`src/rtl/add_pred_res.sv`:
```
// Reconstruction adder: pops a paired pred/res from one flux and registers sat16(pred+res) with its tag. ADD_PRED_RES_RR_ARB_EN selects round-robin over fixed priority.
// Latency: 1 clk from pop to write. Throughput: 1 pel/clk with same-cycle drain and refill.
// Backpressure: a held result waits only on full[tag_q]. A flux pops only when both its inputs are present and its output is not full.
module add_pred_res #(
  parameter int FLUX            = 2,
  parameter int DATA_WIDTH_PRED = 8,
  parameter int DATA_WIDTH_RES  = 16,
  localparam int TAG_WIDTH      = $clog2(FLUX),
  localparam int PW             = TAG_WIDTH + DATA_WIDTH_PRED,
  localparam int RW             = TAG_WIDTH + DATA_WIDTH_RES
) (
  input  logic                 clk,
  input  logic                 rst,
  input  logic [FLUX-1:0]      read_port_in_pred_empty,
  input  logic [FLUX*PW-1:0]   read_port_in_pred_dout,
  output logic [FLUX-1:0]      read_port_in_pred_read,
  input  logic [FLUX-1:0]      read_port_in_res_empty,
  input  logic [FLUX*RW-1:0]   read_port_in_res_dout,
  output logic [FLUX-1:0]      read_port_in_res_read,
  input  logic [FLUX-1:0]      write_port_out_pel_full,
  output logic                 write_port_out_pel_write,
  output logic [RW-1:0]        write_port_out_pel_din
);
  localparam int TW = (TAG_WIDTH > 0) ? TAG_WIDTH : 1;
  localparam int SW = DATA_WIDTH_RES + 1;

  logic                       v_q, v_d;
  logic [TW-1:0]              tag_q, tag_d;
  logic [TW-1:0]              ptr_q, ptr_d;
  logic [DATA_WIDTH_RES-1:0]  sum_q, sum_d;

  logic [FLUX-1:0]            elig;
  logic [TW-1:0]              sel;
  logic                       write;
  logic                       fire;
  logic [DATA_WIDTH_PRED-1:0] pred_sel;
  logic [DATA_WIDTH_RES-1:0]  res_sel;
  logic signed [SW-1:0]       sum_wide;
  logic [DATA_WIDTH_RES-1:0]  sum_sat;

  assign elig  = ~read_port_in_pred_empty & ~read_port_in_res_empty & ~write_port_out_pel_full;
  assign write = v_q & ~write_port_out_pel_full[tag_q];
  assign fire  = (|elig) & (~v_q | write);

`ifdef ADD_PRED_RES_RR_ARB_EN
  always_comb begin
    logic found;
    found = 1'b0;
    sel   = '0;
    for (int k = 0; k < FLUX; k++) begin
      if (!found && elig[(int'(ptr_q) + k) % FLUX]) begin
        found = 1'b1;
        sel   = TW'((int'(ptr_q) + k) % FLUX);
      end
    end
  end
`else
  // Descending scan so the lowest eligible index is the last one written.
  always_comb begin
    sel = '0;
    for (int k = FLUX - 1; k >= 0; k--) begin
      if (elig[k]) sel = TW'(k);
    end
  end

  logic ptr_unused;
  assign ptr_unused = ^ptr_q;
`endif

  // Input tag fields are ignored: the data lives in the low bits of each dout word.
  always_comb begin
    pred_sel = read_port_in_pred_dout[int'(sel)*PW +: DATA_WIDTH_PRED];
    res_sel  = read_port_in_res_dout[int'(sel)*RW +: DATA_WIDTH_RES];
    sum_wide = $signed(SW'({1'b0, pred_sel})) + $signed({res_sel[DATA_WIDTH_RES-1], res_sel});
    if (sum_wide[SW-1] != sum_wide[SW-2])
      sum_sat = {sum_wide[SW-1], {(DATA_WIDTH_RES-1){~sum_wide[SW-1]}}};
    else
      sum_sat = sum_wide[DATA_WIDTH_RES-1:0];
  end

  always_comb begin
    v_d   = v_q;
    tag_d = tag_q;
    sum_d = sum_q;
    ptr_d = ptr_q;
    if (fire) begin
      v_d   = 1'b1;
      tag_d = sel;
      sum_d = sum_sat;
    end else if (write) begin
      v_d = 1'b0;
    end
`ifdef ADD_PRED_RES_RR_ARB_EN
    if (fire) ptr_d = TW'((int'(sel) + 1) % FLUX);
`else
    ptr_d = '0;
`endif
  end

  always_ff @(posedge clk or posedge rst) begin
    if (rst) begin
      v_q   <= 1'b0;
      tag_q <= '0;
      sum_q <= '0;
      ptr_q <= '0;
    end else begin
      v_q   <= v_d;
      tag_q <= tag_d;
      sum_q <= sum_d;
      ptr_q <= ptr_d;
    end
  end

  // Reads are gated by rst so an asserted reset kills pops immediately.
  always_comb begin
    read_port_in_pred_read = '0;
    read_port_in_res_read  = '0;
    if (fire && !rst) begin
      read_port_in_pred_read = FLUX'(1) << sel;
      read_port_in_res_read  = FLUX'(1) << sel;
    end
  end

  assign write_port_out_pel_write = write;

  generate
    if (TAG_WIDTH > 0) begin : g_tagged
      assign write_port_out_pel_din = {tag_q[TAG_WIDTH-1:0], sum_q};
    end else begin : g_untagged
      assign write_port_out_pel_din = sum_q;
    end
  endgenerate
endmodule
```
`config.mk`:
```
export PLATFORM = sky130hd
export DESIGN_NAME = add_pred_res
export DESIGN_NICKNAME = d
export VERILOG_FILES = /design/src/rtl/add_pred_res.sv
export SDC_FILE = /design/constraint.sdc
export NUM_CORES = 1
export LEC_CHECK = 0
export CORE_MARGIN = 1
export CORE_UTILIZATION = 35
export DETAILED_ROUTE_END_ITERATION = 7
export GPL_TIMING_DRIVEN = 0
export HOLD_SLACK_MARGIN = 0.08
export PLACE_DENSITY = 0.7
export REMOVE_ABC_BUFFERS = 1
export SLEW_MARGIN = 30
export SYNTH_ARGS = -nofsm -noshare
export SYNTH_HDL_FRONTEND = slang
export SYNTH_SLANG_ARGS = --single-unit
```
`constraint.sdc`:
```
create_clock -name clk -period 6.8 [get_ports clk]
set_input_delay 1.36 -clock clk [delete_from_list [all_inputs] [get_ports clk]]
set_output_delay 1.36 -clock clk [all_outputs]
set_load 0.03 [all_outputs]
```
======== Yosys cells after proc, flatten, opt, wreduce, memory -nomap -nowiden ========
Index checks and enable logic that the tools add are counted.
storage, ports and cells
  register bits ........................... 18
  word-level logic and storage cells ...... 34
  output and inout port bits .............. 22
  input port bits ......................... 60
operators by class
  bitwise logic cells ..................... 11
  magnitude comparators ................... 1
  eq/ne operators ......................... 1
  multipliers ............................. 2
  mux-type cells .......................... 8
  add/sub/neg operators ................... 1
  shifts and indexed selects .............. 3
  reductions and logical operators ........ 4
operators by type and width
  operator                                                                      number
  34-bit by 7-bit indexed part select with 16-bit output                        1
  18-bit by 6-bit indexed part select with 8-bit output                         1
  9-bit by 16-bit adder with 17-bit output                                      1
  16-bit 2-to-1 mux                                                             1
  1-bit by 5-bit multiplier with 6-bit output, second input constant            1
  1-bit 2-to-1 mux                                                              6
  2-bit inverter                                                                3
  1-bit by 4-bit multiplier with 5-bit output, second input constant            1
  2-bit bitwise AND                                                             2
  1-bit inverter                                                                3
  1-bit bitwise AND                                                             2
  1-bit by 2-bit less-than comparator with 1-bit output, second input constant  1
  2-bit 2-to-1 mux                                                              1
  2-bit nonzero test                                                            1
  2-bit OR reduction                                                            1
  1-bit by 1-bit left shift with 2-bit output, first input constant             1
  1-bit logical AND                                                             1
  1-bit zero test                                                               1
  1-bit != test                                                                 1
  1-bit OR                                                                      1

======== Depth between registers and ports, before layout ========
Gate-level depths: netlist (run 1).
  depth in word-level cells ............... 10
  depth in mapped cells ................... 15
  mapped depth without buffers ............ 12

======== Least setup slack after synthesis (run 1) ========
OpenSTA, ideal clock, no wires.
  path kind ............................... input to output
  start ................................... input read_port_in_pred_empty[1]
  end ..................................... output read_port_in_res_read[1]
  data arrival time ....................... 3.298 ns
  data required time ...................... 5.440 ns
  buffers on the path ..................... 4
  slack ................................... 2.142 ns
  stages .................................. 7
  path through ............................ nor3_2 nand2_4 buf_2 buf_2 buf_1 nor3_1 buf_4
between the ends
  word-level cells in the longest chain between the ends .. 7
  elaborated cells on any way between the ends .. 10
  classes of those cells .................. shift (1); mux (3); bitwise (4); reduce/logical (2)
ends and longest elaborated chain
  what                                                                              line    source
  start: declaration                                                                14      input logic [FLUX-1:0] read_port_in_pred_empty,
  2-bit inverter *                                                                  41      assign elig = ~read_port_in_pred_empty & ~read_port_in_res_empty & ~write_port_out_pel_full;
  2-bit bitwise AND * (2 in a row)                                                  41
  1-bit 2-to-1 mux or 2-bit OR reduction (tied branches)                            62, 43
  1-bit 2-to-1 mux or 1-bit bitwise AND (tied branches)                             62, 43
  1-bit by 1-bit left shift with 2-bit output or 1-bit logical AND (tied branches)  --
  2-bit 2-to-1 mux *                                                                --
  end: declaration                                                                  19      output logic [FLUX-1:0] read_port_in_res_read,
Every way passes the cells marked *; elsewhere a longest branch is shown, timed or not.

======== Worst setup path after layout (run 1) ========
  start ................................... input read_port_in_pred_empty[0]
  end ..................................... register sum_q[6]
between the ends
  word-level cells in the longest chain between the ends .. 9
  elaborated cells on any way between the ends .. 14
  classes of those cells .................. add/sub (1); mul (2); eq/ne (1); shift (2); mux (2); bitwise (5); reduce/logical (1)
ends and longest elaborated chain
  what                                                                                                                             line    source
  2-bit inverter *                                                                                                                 41
  2-bit bitwise AND * (2 in a row)                                                                                                 41
  1-bit 2-to-1 mux                                                                                                                 62      if (elig[k]) sel = TW'(k);
  1-bit by 5-bit multiplier with 6-bit output or 1-bit by 4-bit multiplier with 5-bit output (tied branches)                       73, 72
  34-bit by 7-bit indexed part select with 16-bit output or 18-bit by 6-bit indexed part select with 8-bit output (tied branches)  73, 72
  9-bit by 16-bit adder with 17-bit output                                                                                         74      sum_wide = $signed(SW'({1'b0, pred_sel})) + $signed({res_sel[DATA_WIDTH_RES-1], res_sel});
  1-bit != test or 1-bit inverter (tied branches)                                                                                  75, 76
  16-bit 2-to-1 mux                                                                                                                75      if (sum_wide[SW-1] != sum_wide[SW-2])
  end signal: assignment                                                                                                           109     sum_q <= sum_d;
  end: declaration                                                                                                                 30      logic [DATA_WIDTH_RES-1:0] sum_q, sum_d;
Marked as above.
A chain may end at the register's enable or synchronous reset.

==> results.ini, run 1 <==
[outcome]
status=finished clean

[synth]
netlist_instances=231
netlist_area_mm2=0.00179
synth_cell_types=50
synth_xor_area_frac=0.0391
synth.top_cells.by_count=56 x nand2_1, 21 x nor2_1, 18 x dfrtp_1
synthArstFlopShare=1.00
synth_ff_type=dfrtp_1
ys_seq_elements=18
synthSimpleGateAreaFrac=0.306
synth.area.top_cells=dfrtp_1 25%, nand2_1 12%, ha_1 5.6%, nor2_1 4.4%, a21oi_1 4.2%
synth_top_family_by_area=simple AND/OR/NAND/NOR gates
ys_seq_area_frac=0.251
synth_top_area_frac=0.251
syn_area_per_cell_um2=7.76
synth_area_leader_cell=dfrtp_1
synth_adder_area_share=0.0670
yosysWarnings=0
synthMuxAreaShare=0.0433
synth_most_common_cell=nand2_1
synth_compound_area_frac=0.248
synth_edf_count=0

[worst_setup_path]
cp-start-kind=input port
cpMostUsedCell=nand2_1
crit_type=input port to flop
cp_max_fo=17
path_cells=clkdlybuf4s50_1 > nor3_1 > nor2_2 > buf_8 > nand2_1 > nand2_1 > ha_1 > fa_1 > a211oi_2 > o31ai_1 > a221oi_2 > nor4_4 > nand2b_4 > o22a_1
slowest_delay_ns=0.58
cp_slowest_cell=a221oi_2
cp-end-kind=flop
worst_ep_required_time_ns=6.94
worstPathArrival_ns=5.13

[clock_network]
cts_sinks=18
cts-root-buf=clkbuf_8
clkTransAtPathRegs_ns=0.07
cts_resized=0
htree_levels=1
holdBufCountCts=0
post_cts_buffers=0
cts-buffers-inserted=3
cts_tree=built
clkLatencyLatePin_ns=0.26
clk_path_buf_depth=2

[timing]
fin_crit_sh=0.733
relSlewSlack=0.503
setup-tns-final_ns=0
slew_violations=0
hold_violations=0
worstMarginPinSlew_ns=0.745
setup_viol=0
skew_ns=0.00853
fmax_mhz=201
fin_crit_ns=4.98
rsz0062_at_grt=false

[cells_and_area]
finish.instance_area_mm2=0.00266
antenna_cells=0
nNetsFinal=373
layout.cells.non_filler=370
final_util=0.552
drive_gt1_frac=0.0858
area_growth_pct=48.2

[placement]
gp_congestion=0.824
io_buffers=77
dpl-instance-area_mm2=0.00260
dp_cells=366
dpl.hpwl_um=3880

[drt]
drc_errors=0
ant_nets=0
finalWirelength_um=4880
drtIter0Drc=115
num_vias=1928
wl_per_cell_um=13.2
vias_per_cell=5.21
drt_pass1_iterations=5

[min_path]
hold_path_class=flop to flop

[global_route]
grt_max_degree=34
grt_overflow_total=0
grt_usage=0.194
grt_pass1_vias=1904
grt_pass1_wl_um=8280
antenna_found_initial=0

[floorplanning]
rows=25
die_area_mm2=0.00541
die_w_um=73.6
coreArea_mm2=0.00482
num_io_pins=82
die_h_um=73.6
initial_core_util=0.372

[power_and_ir_drop]
powerDensity_mw_per_mm2=207
vdd_drop_max_uv=83.7
leakagePower_nw=1.08
p_total_uw=550

[job]
maxCapViolCount=0

## flip-flops by register name, indices dropped and copies added (netlist names)
name / cells
sum_q: 16
v_q: 1
tag_q: 1
## per-layer routing
| layer | GRT usage | part of all wire |
|---|---|---|
| met1 | 0.244 | 0.44 |
| met4 | 0.0577 | 0.013 |
| met2 | 0.334 | 0.46 |
| met3 | 0.0357 | 0.086 |
| met5 | 0 | 0 |
## layout make-up
| cell class | count | area, µm² |
|---|---|---|
| Clock buffer | 4 | 55.1 |
| Fill cell | 496 | 2160 |
| Inverter | 5 | 18.8 |
| Multi-Input combinational cell | 198 | 1260 |
| Sequential cell | 18 | 450 |
| Tap cell | 67 | 83.8 |
| Timing Repair Buffer | 78 | 786 |
## worst paths after layout
check                                            from               endpoint  slack, ns  cells past startpoint
setup / recovery           read_port_in_pred_empty[0]   sum_q[6]$_DFFE_PP0P_       1.82                     14
hold / removal                  sum_q[13]$_DFFE_PP0P_  sum_q[13]$_DFFE_PP0P_       0.51                      1
min in group asynchronous                         rst  sum_q[11]$_DFFE_PP0P_       1.58                      2
setup reg to reg                    tag_q$_DFFE_PP0P_  sum_q[15]$_DFFE_PP0P_       4.73                      4
hold reg to reg                 sum_q[13]$_DFFE_PP0P_  sum_q[13]$_DFFE_PP0P_       0.51                      1
max in group asynchronous                         rst   sum_q[4]$_DFFE_PP0P_       4.76                      2
## power breakdown
| part | leakage, nW | internal [mW] | total [mW] | switching [mW] |
|---|---|---|---|---|
| clock network | 0.0288 | 0.0515 | 0.0908 | 0.0393 |
| registers | 0.200 | 0.138 | 0.156 | 0.0174 |
| logic | 0.849 | 0.140 | 0.304 | 0.163 |
## critical path: cells and delay by family
kind                       cells  cell delay [ns]
and+or+nand+nor                6             1.21
AOI/OAI and AO/OA              4             1.22
adders and majority gates      2             0.67
buffers and inverters          2             0.65
## cell families after synthesis
logic type      after synthesis
compound gates               62
fa+ha+maj                     9
buf+inv                      15
flops                        18
simple gates                112
xor+xnor                      8
mux                           7
## cell usage in the layout (no fill, tap or decap), types with 2 or more instances in the layout
cell             count
a211oi_2             2
dfrtp_1             18
o211ai_1             6
clkdlybuf4s50_1     77
o22a_1               7
xnor2_1              3
nand2_1             56
a31oi_1              6
and2_1               2
nor3_2               3
o21ai_0             10
nor2_1              20
inv_1                5
nor2_2               2
o22ai_1              3
mux2_2               2
a21oi_1             15
clkbuf_8             4
nand2b_1             3
nor3_1               7
mux2i_1              4
a21o_1               2
ha_1                 8
nand3_1              6
nand4_1              4
xor2_1               5
or3_4                2
## through the flow
| step | worst slack [ns] | hold WS (ns) |
|---|---|---|
| 3_5_place_dp | 1.57 | 0.501 |
| 3_3_place_gp | 1.18 | 0.493 |
| 5_1_grt | 1.51 | 0.535 |
| 4_1_cts | 1.83 | 0.519 |
| 2_1_floorplan | 2.28 | 0.664 |
| 6_report | 1.82 | 0.509 |
(Power assumes the default switching activity.)
==> run 2: changes to the inputs <==
--- a/config.mk
+++ b/config.mk
@@ -10,7 +10,7 @@
 export DETAILED_ROUTE_END_ITERATION = 7
 export GPL_TIMING_DRIVEN = 0
 export HOLD_SLACK_MARGIN = 0.08
-export PLACE_DENSITY = 0.7
+export PLACE_DENSITY = 0.72
 export REMOVE_ABC_BUFFERS = 1
 export SLEW_MARGIN = 30
 export SYNTH_ARGS = -nofsm -noshare
==> constraint.sdc (replaced) <==
create_clock -name clk -period 4.3 [get_ports clk]
set_input_delay 0.86 -clock clk [delete_from_list [all_inputs] [get_ports clk]]
set_output_delay 0.86 -clock clk [all_outputs]
set_load 0.03 [all_outputs]
==> run 2 against run 1 <==
  * Die area unchanged
  * Count of clock-buffer cells in the layout unchanged
  * Sequential share of layout area decreased by 0.32 points
  * Combinational power increased by 62%
  * Flip-flop and latch count unchanged
  * Worst setup slack got worse by 1.6 ns
  * Critical path depth decreased by 2
  * Critical endpoint is now sum_q[13]$_DFFE_PP0P_
  * Largest power group unchanged
==> results.ini, run 2 (synthesized netlist as in run 1, its figures left out) <==
[outcome]
status=finished clean

[placement]
dp_cells=365
dpl-instance-area_mm2=0.00259
gp_congestion=0.811
dpl.hpwl_um=3920
io_buffers=77

[drt]
drc_errors=0
vias_per_cell=5.23
drtIter0Drc=118
finalWirelength_um=5170
ant_nets=0
drt_pass1_iterations=4
num_vias=1952
wl_per_cell_um=13.9

[worst_setup_path]
path_cells=clkdlybuf4s50_1 > or3_4 > nor2_2 > nand2_1 > nand2_1 > ha_1 > o211ai_1 > o211ai_1 > a21o_2 > a311oi_4 > nand2b_4 > o22a_1
crit_type=input port to flop
r2r_start=tag_q$_DFFE_PP0P_
worst_ep_required_time_ns=4.45
cp_slowest_cell=a311oi_4
cp_max_fo=11
cp-start-kind=input port
cp-end-kind=flop
slowest_delay_ns=0.49
cp-startpoint=read_port_in_pred_empty[1]
worstPathArrival_ns=4.24

[clock_network]
clk_path_buf_depth=2
clkLatencyLatePin_ns=0.26
cts-root-buf=clkbuf_8
holdBufCountCts=0
cts_tree=built
clkTransAtPathRegs_ns=0.08
cts-buffers-inserted=3
cts_sinks=18
htree_levels=1

[floorplanning]
die_w_um=73.6
die_h_um=73.6
die_area_mm2=0.00541
num_io_pins=82
coreArea_mm2=0.00482
initial_core_util=0.372
rows=25

[global_route]
grt_pass1_wl_um=8890
grt_overflow_total=0
grt_pass1_vias=2016
grt_usage=0.209
antenna_found_initial=0
grt_max_degree=34

[cells_and_area]
num-fill-cells=474
top_register=sum_q
layout_commonest_cell=clkdlybuf4s50_1
final_cell_mix=77 x clkdlybuf4s50_1, 56 x nand2_1, 20 x nor2_1, 18 x dfrtp_1, 15 x a21oi_1
reg.largest.list=sum_q (16), tag_q (1), v_q (1)
finish.instance_area_mm2=0.00271
area_growth_pct=51.1
drive_gt1_frac=0.101
final_util=0.562
layout.cells.non_filler=373
antenna_cells=0
largest_reg_flops=16
nNetsFinal=376

[power_and_ir_drop]
vdd_drop_max_uv=118
p_total_uw=885
powerDensity_mw_per_mm2=327
leakagePower_nw=1.09

[timing]
slew_violations=0
hold_violations=0
rsz0062_at_grt=false
setup_viol=0
fin_crit_ns=4.10
skew_ns=0.00814
fin_crit_sh=0.952
worstMarginPinSlew_ns=0.810
relSlewSlack=0.460
fmax_mhz=244
holdWs_ns=0.507

[job]
maxCapViolCount=0

[min_path]
holdCritStartpoint=sum_q[11]$_DFFE_PP0P_
hold_path_class=flop to flop

-- run 2: power by group --
| part | total [mW] | internal [mW] | switching [mW] |
|---|---|---|---|
| Clock | 0.144 | 0.0816 | 0.0625 |
| Combinational | 0.494 | 0.228 | 0.266 |
| Sequential | 0.246 | 0.219 | 0.0275 |
-- run 2: worst paths after layout --
check                                        end  slack (ns)  depth (start not counted)
max                        sum_q[13]$_DFFE_PP0P_        0.20                         12
min                        sum_q[11]$_DFFE_PP0P_        0.51                          1
max reg2reg                sum_q[15]$_DFFE_PP0P_        2.19                          4
min reg2reg                sum_q[11]$_DFFE_PP0P_        0.51                          1
max in group asynchronous  sum_q[13]$_DFFE_PP0P_        2.73                          2
min in group asynchronous        v_q$_DFFE_PP0P_        1.09                          2
-- run 2: layout make-up --
cell class / count / area (µm²) / share of cell area
clock buffer: 4 / 55.1 / 0.0203
sequential: 18 / 450 / 0.166
multi-input combinational: 200 / 1320 / 0.485
tap: 67 / 83.8 / 0.0309
inverter: 5 / 18.8 / 0.00693
timing repair buffer: 79 / 786 / 0.290
-- run 2: through the flow --
| step | setup TNS (ns) | setup slack, ns |
|---|---|---|
| floorplan | 0 | 0.305 |
| global placement | -11.94 | -0.832 |
| detailed placement | -7.32 | -0.520 |
| CTS | 0 | 0.0306 |
| global route | 0 | 0.00826 |
| finish | 0 | 0.205 |
-- run 2: repair_timing --
item	4_1_cts	5_1_grt
endpoints found under the setup margin	16	16
cloned	0	2
gates resized for setup	2	4
buffers inserted	0	2
pin swaps	0	3
-- run 2: worst max-delay path: cells and delay by family --
| kind | cells | cell delay (ns) |
|---|---|---|
| buf+inv | 1 | 0.46 |
| compound gates | 5 | 1.36 |
| simple gates | 5 | 1.30 |
| fa+ha+maj | 1 | 0.26 |
-- run 2: per-layer routing --
metal,GRT usage,up-vias,part of all wire
met5,0,-,0
met3,0.0508,5,0.082
met1,0.245,881,0.44
li1,-,982,-
met4,0.0598,0,0.010
met2,0.377,84,0.47
